==> src/rtl/frame_tx.sv <==
// rtl/frame_tx.sv - packet FIFO to framed valid/ready stream formatter; trailer feature under FRAME_TX_TRAILER_EN
module frame_tx #(
    parameter int         DATA_WIDTH = 32,
    parameter logic [7:0] HDR_TAG    = 8'hA5
) (
    input  logic                  clk,
    input  logic                  sw_rst,
    input  logic                  enable,
    output logic                  rd_en,
    input  logic [DATA_WIDTH-1:0] rd_data,
    input  logic                  ff_in_sop,
    input  logic                  ff_in_eop,
    input  logic                  read_empty,
    output logic [DATA_WIDTH-1:0] tx_data,
    output logic                  tx_valid,
    input  logic                  tx_ready,
    output logic                  tx_sof,
    output logic                  tx_eof,
    output logic                  frame_done,
    output logic                  proto_err,
    output logic                  busy
);

`ifdef FRAME_TX_TRAILER_EN
    typedef enum logic [1:0] {IDLE = 2'd0, HDR = 2'd1, PAY = 2'd2, TRL = 2'd3} state_t;
`else
    typedef enum logic [1:0] {IDLE = 2'd0, HDR = 2'd1, PAY = 2'd2} state_t;
`endif

    state_t                  state_q, state_d;
    logic [DATA_WIDTH-1:0]   buf_data [2];
    logic                    buf_sop  [2];
    logic                    buf_eop  [2];
    logic [1:0]              cnt_q;
    logic                    infl_q;
    logic                    rst_hold_q;
    logic [7:0]              seq_q;
    logic                    frame_done_q;
    logic                    proto_err_q;
    logic                    pop;
    logic                    cap_keep;
    logic                    idle_drop;
    logic                    last_xfer;
    logic                    eop_pending;
    logic                    rd_state_ok;
    logic [2:0]              fill;
`ifdef FRAME_TX_TRAILER_EN
    logic [15:0]             len_q;
    logic [15:0]             csum_q;
`endif

    // Read gating: only issue a read when the word is guaranteed a buffer slot and the current packet's EOP is not yet fetched
    always_comb begin
        pop         = (state_q == PAY) && tx_valid && tx_ready;
        eop_pending = ((cnt_q != 2'd0) && buf_eop[0]) || ((cnt_q == 2'd2) && buf_eop[1]) || (infl_q && ff_in_eop);
        fill        = {1'b0, cnt_q} + {2'b00, infl_q} - {2'b00, pop};
        rd_state_ok = (state_q == IDLE) ? (enable && (cnt_q == 2'd0)) : ((state_q == HDR) || (state_q == PAY));
        rd_en       = !sw_rst && !rst_hold_q && !read_empty && (fill < 3'd2) && !eop_pending && rd_state_ok;
        cap_keep    = infl_q && ((state_q != IDLE) || ff_in_sop);
        idle_drop   = infl_q && (state_q == IDLE) && !ff_in_sop;
    end

    // Next-state and stream outputs; the buffer head is held until it transfers so stalls keep data stable
    always_comb begin
        state_d   = state_q;
        tx_valid  = 1'b0;
        tx_data   = '0;
        tx_sof    = 1'b0;
        tx_eof    = 1'b0;
        last_xfer = 1'b0;
        case (state_q)
            IDLE: begin
                if (infl_q && ff_in_sop) state_d = HDR;
            end
            HDR: begin
                tx_valid = 1'b1;
                tx_sof   = 1'b1;
                tx_data  = {HDR_TAG, 16'h0000, seq_q};
                if (tx_ready) state_d = PAY;
            end
            PAY: begin
                tx_valid = (cnt_q != 2'd0);
                tx_data  = buf_data[0];
`ifdef FRAME_TX_TRAILER_EN
                if (pop && buf_eop[0]) state_d = TRL;
`else
                tx_eof = (cnt_q != 2'd0) && buf_eop[0];
                if (pop && buf_eop[0]) begin
                    state_d   = IDLE;
                    last_xfer = 1'b1;
                end
`endif
            end
`ifdef FRAME_TX_TRAILER_EN
            TRL: begin
                tx_valid = 1'b1;
                tx_eof   = 1'b1;
                tx_data  = {len_q, csum_q};
                if (tx_ready) begin
                    state_d   = IDLE;
                    last_xfer = 1'b1;
                end
            end
`endif
            default: state_d = IDLE;
        endcase
    end

    // Control state, sequence number and registered pulses
    always_ff @(posedge clk) begin
        if (sw_rst) begin
            state_q      <= IDLE;
            infl_q       <= 1'b0;
            rst_hold_q   <= 1'b1;
            seq_q        <= 8'h00;
            frame_done_q <= 1'b0;
            proto_err_q  <= 1'b0;
        end else begin
            state_q      <= state_d;
            infl_q       <= rd_en;
            rst_hold_q   <= 1'b0;
            frame_done_q <= last_xfer;
            proto_err_q  <= idle_drop || (pop && buf_sop[0]);
            if (last_xfer) seq_q <= seq_q + 8'd1;
        end
    end

    // Two-entry payload buffer; entry 0 is the head. The SOP of the packet's first word is not kept, so a stored SOP flags a missing EOP
    always_ff @(posedge clk) begin
        if (sw_rst) begin
            cnt_q <= 2'd0;
            for (int i = 0; i < 2; i++) begin
                buf_data[i] <= '0;
                buf_sop[i]  <= 1'b0;
                buf_eop[i]  <= 1'b0;
            end
        end else begin
            case ({pop, cap_keep})
                2'b10: begin
                    buf_data[0] <= buf_data[1];
                    buf_sop[0]  <= buf_sop[1];
                    buf_eop[0]  <= buf_eop[1];
                    cnt_q       <= cnt_q - 2'd1;
                end
                2'b01: begin
                    if (cnt_q == 2'd0) begin
                        buf_data[0] <= rd_data;
                        buf_sop[0]  <= ff_in_sop && (state_q != IDLE);
                        buf_eop[0]  <= ff_in_eop;
                    end else begin
                        buf_data[1] <= rd_data;
                        buf_sop[1]  <= ff_in_sop;
                        buf_eop[1]  <= ff_in_eop;
                    end
                    cnt_q <= cnt_q + 2'd1;
                end
                2'b11: begin
                    if (cnt_q == 2'd1) begin
                        buf_data[0] <= rd_data;
                        buf_sop[0]  <= ff_in_sop;
                        buf_eop[0]  <= ff_in_eop;
                    end else begin
                        buf_data[0] <= buf_data[1];
                        buf_sop[0]  <= buf_sop[1];
                        buf_eop[0]  <= buf_eop[1];
                        buf_data[1] <= rd_data;
                        buf_sop[1]  <= ff_in_sop;
                        buf_eop[1]  <= ff_in_eop;
                    end
                end
                default: ;
            endcase
        end
    end

`ifdef FRAME_TX_TRAILER_EN
    // Saturating length and folded XOR checksum of transferred payload words, cleared at frame end
    always_ff @(posedge clk) begin
        if (sw_rst || last_xfer) begin
            len_q  <= 16'h0000;
            csum_q <= 16'h0000;
        end else if (pop) begin
            if (len_q != 16'hFFFF) len_q <= len_q + 16'd1;
            csum_q <= csum_q ^ buf_data[0][31:16] ^ buf_data[0][15:0];
        end
    end
`endif

    assign frame_done = frame_done_q;
    assign proto_err  = proto_err_q;
    assign busy       = (state_q != IDLE);

endmodule
==> config.mk <==
export PLATFORM = sky130hd
export DESIGN_NAME = frame_tx
export DESIGN_NICKNAME = d
export VERILOG_FILES = /design/src/rtl/frame_tx.sv
export SDC_FILE = /design/constraint.sdc
export NUM_CORES = 1
export LEC_CHECK = 0
export BUFFER_PORTS_ARGS = -buffer_cell sky130_fd_sc_hd__buf_4
export CORE_MARGIN = 2
export CORE_UTILIZATION = 56
export CTS_CLUSTER_SIZE = 20
export DETAILED_ROUTE_END_ITERATION = 12
export PLACE_DENSITY = 0.81
export SLEW_MARGIN = 20
export SYNTH_ARGS = -nofsm -noshare
export SYNTH_HDL_FRONTEND = slang
export SYNTH_SLANG_ARGS = --single-unit
==> constraint.sdc <==
create_clock -name clk -period 9.5 [get_ports clk]
set_clock_uncertainty 0.05 [all_clocks]
set_input_delay 0.95 -clock clk [delete_from_list [all_inputs] [get_ports clk]]
set_output_delay 0.95 -clock clk [all_outputs]
set_load 0.005 [all_outputs]
==> reports/results.ini, run 1 <==
[placement]
dp_hpwl_um=5403
routabilityCongestion=0.8731
pre_cts_slack_ns=4.915
port_buffers=77

[min_path]
holdPathEnd=seq_q[7]
whs_path_depth=2
holdCritStartpoint=seq_q[7]
hold_path.class=reg -> reg

[synth]
syn_area_per_cell_um2=12.11
synth_edf_count=68
synth-compound-area-share_pct=11.93
synthArstFlopShare_pct=0
netlist_top_cells_area=edfxtp_1 51%, and2_1 8.6%, dfxtp_1 8.0%
yosys_most_used_dff=edfxtp_1
yosysTopAreaCell=edfxtp_1
synth_seq_cells=84
synth.area.mux_share_pct=1.036
synthCells=329
ys_types=38
synthesis.nets=381
synth-adder-area-share_pct=4.270
synth_xor_area_share_pct=1.978
yosysTopAreaCellShare_pct=51.24
yosysMostFrequentCell=edfxtp_1
synth_common_cells=68 x edfxtp_1, 55 x and2_1, 33 x a22o_1
synth-seq-area-share_pct=59.28
synth-simple-area-share_pct=18.40
ys_warn_count=0
synth_top_family_by_area=simple AND/OR/NAND/NOR gates
synth_area_um2=3985

[power_and_ir_drop]
p_sw_uw=194.5
p_sw_share_pct=25.06
power_density_nw_per_um2=160.8
power.leakage_nw=1.892
p_int_uw=581.6
peakVddDrop_uv=103.8
share_comb_of_total_power_pct=13.3
fin_total_pwr_uw=776.0
p_clk_share_pct=32.0
p_seq_share_pct=54.7

[cts]
cts.sinks=84
cts_resized=0
cts_max_level=3
clkTransAtPathRegs_ns=0.08
cts_hold_buffers=0
cts_setup_buffers=0
cts_buffers=9
clock_path_buffers=2
cts.root.buffer_cell=clkbuf_8
cts_tree=done
clk_latency_ns=0.35

[final_layout]
utilization_pct=70.66
fillers=502
drive_above_1_share_pct=24.69
n_antenna_cell=0
syn2layout_area_growth_pct=21.13
final_nets=452

[critical_path]
r2r_start=state_q[1]
start_kind=flop
cp.arrival_ns=3.96
worstPathRequired_ns=8.50
cp_max_fo=15
worst_setup_path_end_kind=output pin
r2r-end=infl_q
worst-setup-path-type=reg -> out
r2r_cells=10
r2r_slack_ns=5.72

[timing]
rsz0062_at_grt=false
report.final.setup_viol=0
tightest_slew_ns=0.9552
fmax_mhz=201.5
slew_headroom_pct=36.32
holdWs_ns=0.4500
hold_viol_final=0
fin_crit_ns=4.963
period_share_pct=52.24
setup_ws_ns=4.537
maxSlewViolCount=0
setup_tns_ns=0

[floorplanning]
dieArea_um2=7807
die_y_um=88.36
start_util_pct=58.33
dieWidth_um=88.36
io_pins=78
rows=30
core_area_um2=6832

[route]
postRouteAntennaNets=0
vias=2739
drt-total-wl_um=8040
drc=0
drt_iter0_markers=165
wire_per_inst_um=16.05
viasPerCell=5.467
first_pass_iters=4

[grt]
grt_pass1_vias=2611
grt_pass1_wl_um=12790
grt.total_usage_pct=21.55
grt-ovfl-total=0
grt_max_degree=35
antenna_found_initial=0

[run_status]
status=complete, no violations

[flow_run]
cap_violations=0

[registers in the layout, indices dropped and copies added (netlist names)]
signal      count
state_q         2
rst_hold_q      1
proto_err       1
buf_sop         2
buf_data       64
infl_q          1
cnt_q           2
seq_q           8
buf_eop         2
frame_done      1
[worst max path at each step]
stage | end | start
2_1_floorplan | rd_en | tx_ready
3_3_place_gp | rd_en | tx_ready
3_5_place_dp | rd_en | tx_ready
4_1_cts | rd_en | state_q[1]
5_1_grt | rd_en | state_q[1]
6_report | rd_en | state_q[1]
[layer usage]
layer  share of wire [%]  up-vias  wire length [µm]  global-route usage (%)
met4                 1.1        0                89                   6.887
li1                    -     1334                 -                       -
met2                  48       92              3830                   33.29
met5                   0        -                 0                       0
met3                 5.8       10               468                   4.851
met1                  45     1303              3651                   30.65
[power groups by stage]
| stage | combinational, mW | clock (mW) | sequential [mW] |
|---|---|---|---|
| 2_1_floorplan | 0.0673 | 0 | 0.430 |
| 3_3_place_gp | 0.100 | 0 | 0.431 |
| 3_5_place_dp | 0.103 | 0 | 0.433 |
| 4_1_cts | 0.103 | 0.250 | 0.424 |
| 5_1_grt | 0.115 | 0.265 | 0.426 |
| 6_report | 0.103 | 0.249 | 0.424 |
[final cells by class]
type	instances	area [µm²]	share of cell area (%)
Inverter	10	37.54	0.7776
Clock buffer	9	123.9	2.566
Clock inverter	7	66.31	1.374
Timing Repair Buffer	80	600.6	12.44
Multi-Input combinational cell	215	1516	31.42
Tap cell	96	120.1	2.488
Sequential cell	84	2362	48.94
[through the flow]
| step | std cells | cell area, µm² |
|---|---|---|
| 2_1_floorplan | 329 | 3985 |
| 4_1_cts | 501 | 4822 |
| 3_5_place_dp | 485 | 4632 |
| 6_report | 501 | 4827 |
| 3_3_place_gp | 485 | 4632 |
| 5_1_grt | 501 | 4827 |
[layout by cell type (no fill, tap or decap), types with 3 or more instances in the layout]
master    netlist  final
buf_4           0     80
edfxtp_1       68     68
and2_1         55     55
a22o_1         33     33
dfxtp_1        16     16
nor2b_1        14     14
nor2_1         16     14
nand2_1        13     13
ha_1           12     12
inv_1          10     10
clkbuf_8        0      9
a22oi_1         8      8
a21oi_1         7      7
nand2b_1        7      6
xnor2_1         6      6
nor4_1          5      5
nor3_1          4      4
o21ai_0         4      4
nand4_1         4      4
mux2i_1         3      3
xor2_1          3      3
[cells by family (layout without fill, tap and decap cells)]
family          Yosys count  in the layout
fa+ha+maj                13             13
simple gates            128            128
xor+xnor                  9              9
buf+inv                  30            106
flops                    84             84
mux                       4              4
compound gates           61             61
[worst max-delay path, stage by stage, from the launching register on]
cell	delay, ns
dfxtp_1	0.39
inv_1	0.08
ha_1	0.49
nand2_1	0.26
nor3_1	0.50
ha_1	0.32
nand2b_1	0.15
fa_1	0.47
nor4b_1	0.24
nand3_1	0.13
a2111oi_0	0.40
buf_4	0.18
Power figures use the tool's default switching activity.
==> run 2, diff against run 1 <==
Settings changed: CORE_UTILIZATION 56 to 50, PLACE_DENSITY 0.81 to 0.76.
Clock period 9.5 ns to 4.4 ns, I/O delays scaled along.
==> run 2 against run 1 <==
  * Sequential share of layout area decreased by 0.33 points
  * Die area rose by 11%
  * Worst setup slack lost 4.2 ns
  * Flip-flop and latch count stayed put
  * Utilization is 7.8 points lower
  * First-iteration DRC count rose by 20%
  * Global-route usage is 2.0 points lower
  * Register-to-register slack worse by 4.7 ns
  * Power up 120%
  * Hold slack worse by 0.16 ns
==> reports/results.ini, run 2 (synthesized netlist as in run 1, its figures left out) <==
[critical_path]
start_kind=flop
r2r-end=buf_data[0][2]
worstPathRequired_ns=3.91  ; -4.59 ns
worst-setup-path-type=reg -> out
cp.arrival_ns=3.62  ; -0.34 ns
r2r_cells=12  ; +2
worst_setup_path_end_kind=output pin
cp_max_fo=15  ; unchanged
r2r_slack_ns=1.06  ; -4.66 ns
r2r_start=state_q[1]

[final_layout]
syn2layout_area_growth_pct=21.95
reg.largest.list=buf_data: 64 flops, seq_q: 8 flops
layout_commonest_cell=buf_4
final_cell_mix=82 x buf_4, 68 x edfxtp_1, 55 x and2_1, 33 x a22o_1, 16 x dfxtp_1
drive_above_1_share_pct=25.80  ; +1.1 points
largest-register=buf_data
n_antenna_cell=0  ; unchanged
largest_reg_flops=64  ; unchanged
final_nets=454  ; +0.44%
utilization_pct=62.89  ; -7.8 points

[power_and_ir_drop]
peakVddDrop_uv=194.7  ; +88%
power_density_nw_per_um2=346.7  ; +120%
power.leakage_nw=1.908  ; +0.86%

[placement]
port_buffers=77  ; unchanged
routabilityCongestion=0.8557  ; -2.0%
dp_hpwl_um=5497  ; +1.7%
pre_cts_slack_ns=0.5391  ; -4.376 ns

[timing]
slew_headroom_pct=38.93  ; +2.6 points
hold_viol_final=0  ; unchanged
rsz0062_at_grt=false
fin_crit_ns=4.106
report.final.setup_viol=0  ; unchanged
tightest_slew_ns=0.9160  ; -0.03914 ns
fmax_mhz=243.5
setup_tns_ns=0  ; unchanged
period_share_pct=93.32
maxSlewViolCount=0  ; unchanged
setup_ws_ns=0.2940  ; -4.243 ns

[cts]
cts_hold_buffers=0  ; unchanged
clk_latency_ns=0.34  ; about the same
cts_resized=0  ; unchanged
cts_setup_buffers=0  ; unchanged
cts_max_level=3  ; unchanged
cts.root.buffer_cell=clkbuf_8
cts_tree=done
clkTransAtPathRegs_ns=0.08  ; about the same
cts.sinks=84  ; unchanged
clock_path_buffers=2  ; unchanged
cts_buffers=9  ; unchanged

[min_path]
holdPathEnd=infl_q
hold_path.class=in -> reg
holdCritStartpoint=ff_in_eop
whs_path_depth=2  ; unchanged

[route]
drc=0  ; unchanged
first_pass_iters=4  ; unchanged
postRouteAntennaNets=0  ; unchanged
drt_iter0_markers=198  ; +20%
wire_per_inst_um=15.93  ; -0.74%
vias=2720  ; -0.69%
viasPerCell=5.344  ; -2.3%
drt-total-wl_um=8108  ; +0.85%

[floorplanning]
dieArea_um2=8700  ; +11%
core_area_um2=7727  ; +13%
rows=32  ; +6.7%
dieWidth_um=93.28  ; +5.6%
start_util_pct=51.57  ; -6.8 points
die_y_um=93.28  ; +5.6%
io_pins=78  ; unchanged

[grt]
antenna_found_initial=0  ; unchanged
grt_pass1_vias=2664  ; +2.0%
grt_pass1_wl_um=13030  ; +1.9%
grt.total_usage_pct=19.59  ; -2.0 points
grt_max_degree=35  ; unchanged
grt-ovfl-total=0  ; unchanged

[flow_run]
cap_violations=0  ; unchanged

[run_status]
status=complete, no violations

-- run 2: cell type report --
class / count / area [µm²]
Multi-Input combinational cell: 215 / 1524
Sequential cell: 84 / 2362
Clock inverter: 6 / 65.06
Tap cell: 102 / 127.6
Timing Repair Buffer: 82 / 615.6
Inverter: 10 / 37.54
Clock buffer: 10 / 127.6
Fill cell: 624 / 2868
-- run 2: worst max path at each step --
stage	from	slack, ns	cells past startpoint	end
finish	state_q[1]	0.29	12	rd_en
global route	state_q[1]	0.01	12	rd_en
CTS	state_q[1]	0.1	12	rd_en
global placement	state_q[1]	0.70	12	rd_en
floorplan	cnt_q[1]	0.90	11	rd_en
detailed placement	state_q[1]	0.54	12	rd_en
-- run 2: metrics by stage --
stage | cell area (µm²) | cells | power (mW) | hold slack [ns]
floorplan | 3985 | 329 | 1.073 | 0.3987
global placement | 4654 | 493 | 1.149 | 0.4172
detailed placement | 4654 | 493 | 1.158 | 0.4276
CTS | 4847 | 509 | 1.684 | 0.2759
global route | 4860 | 509 | 1.756 | 0.2870
finish | 4860 | 509 | 1.685 | 0.2883
-- run 2: per-layer routing --
layer  part of all wire, %  track usage, %  vias to the layer above
met1                    44           26.28                     1294
met4                  0.73           6.863                        0
met5                     0               0                        -
li1                      -               -                     1338
met2                    48           30.58                       81
met3                   6.6           5.641                        7
-- run 2: worst max-delay path, cell delays in order (launching register included) --
cell       delay [ns]
dfxtp_1          0.39
inv_1            0.08
ha_2             0.45
nand2_2          0.15
nor3_1           0.21
buf_4            0.16
ha_1             0.21
nand2b_1         0.15
fa_1             0.47
nor4b_1          0.26
nand3_1          0.13
a2111oi_0        0.43
buf_4            0.19
-- run 2: power breakdown --
part	switching (mW)	total (mW)	internal (mW)	leakage [nW]
clock network	0.278	0.540	0.262	0.0862
logic	0.127	0.230	0.103	0.989
registers	0.0164	0.915	0.899	0.833
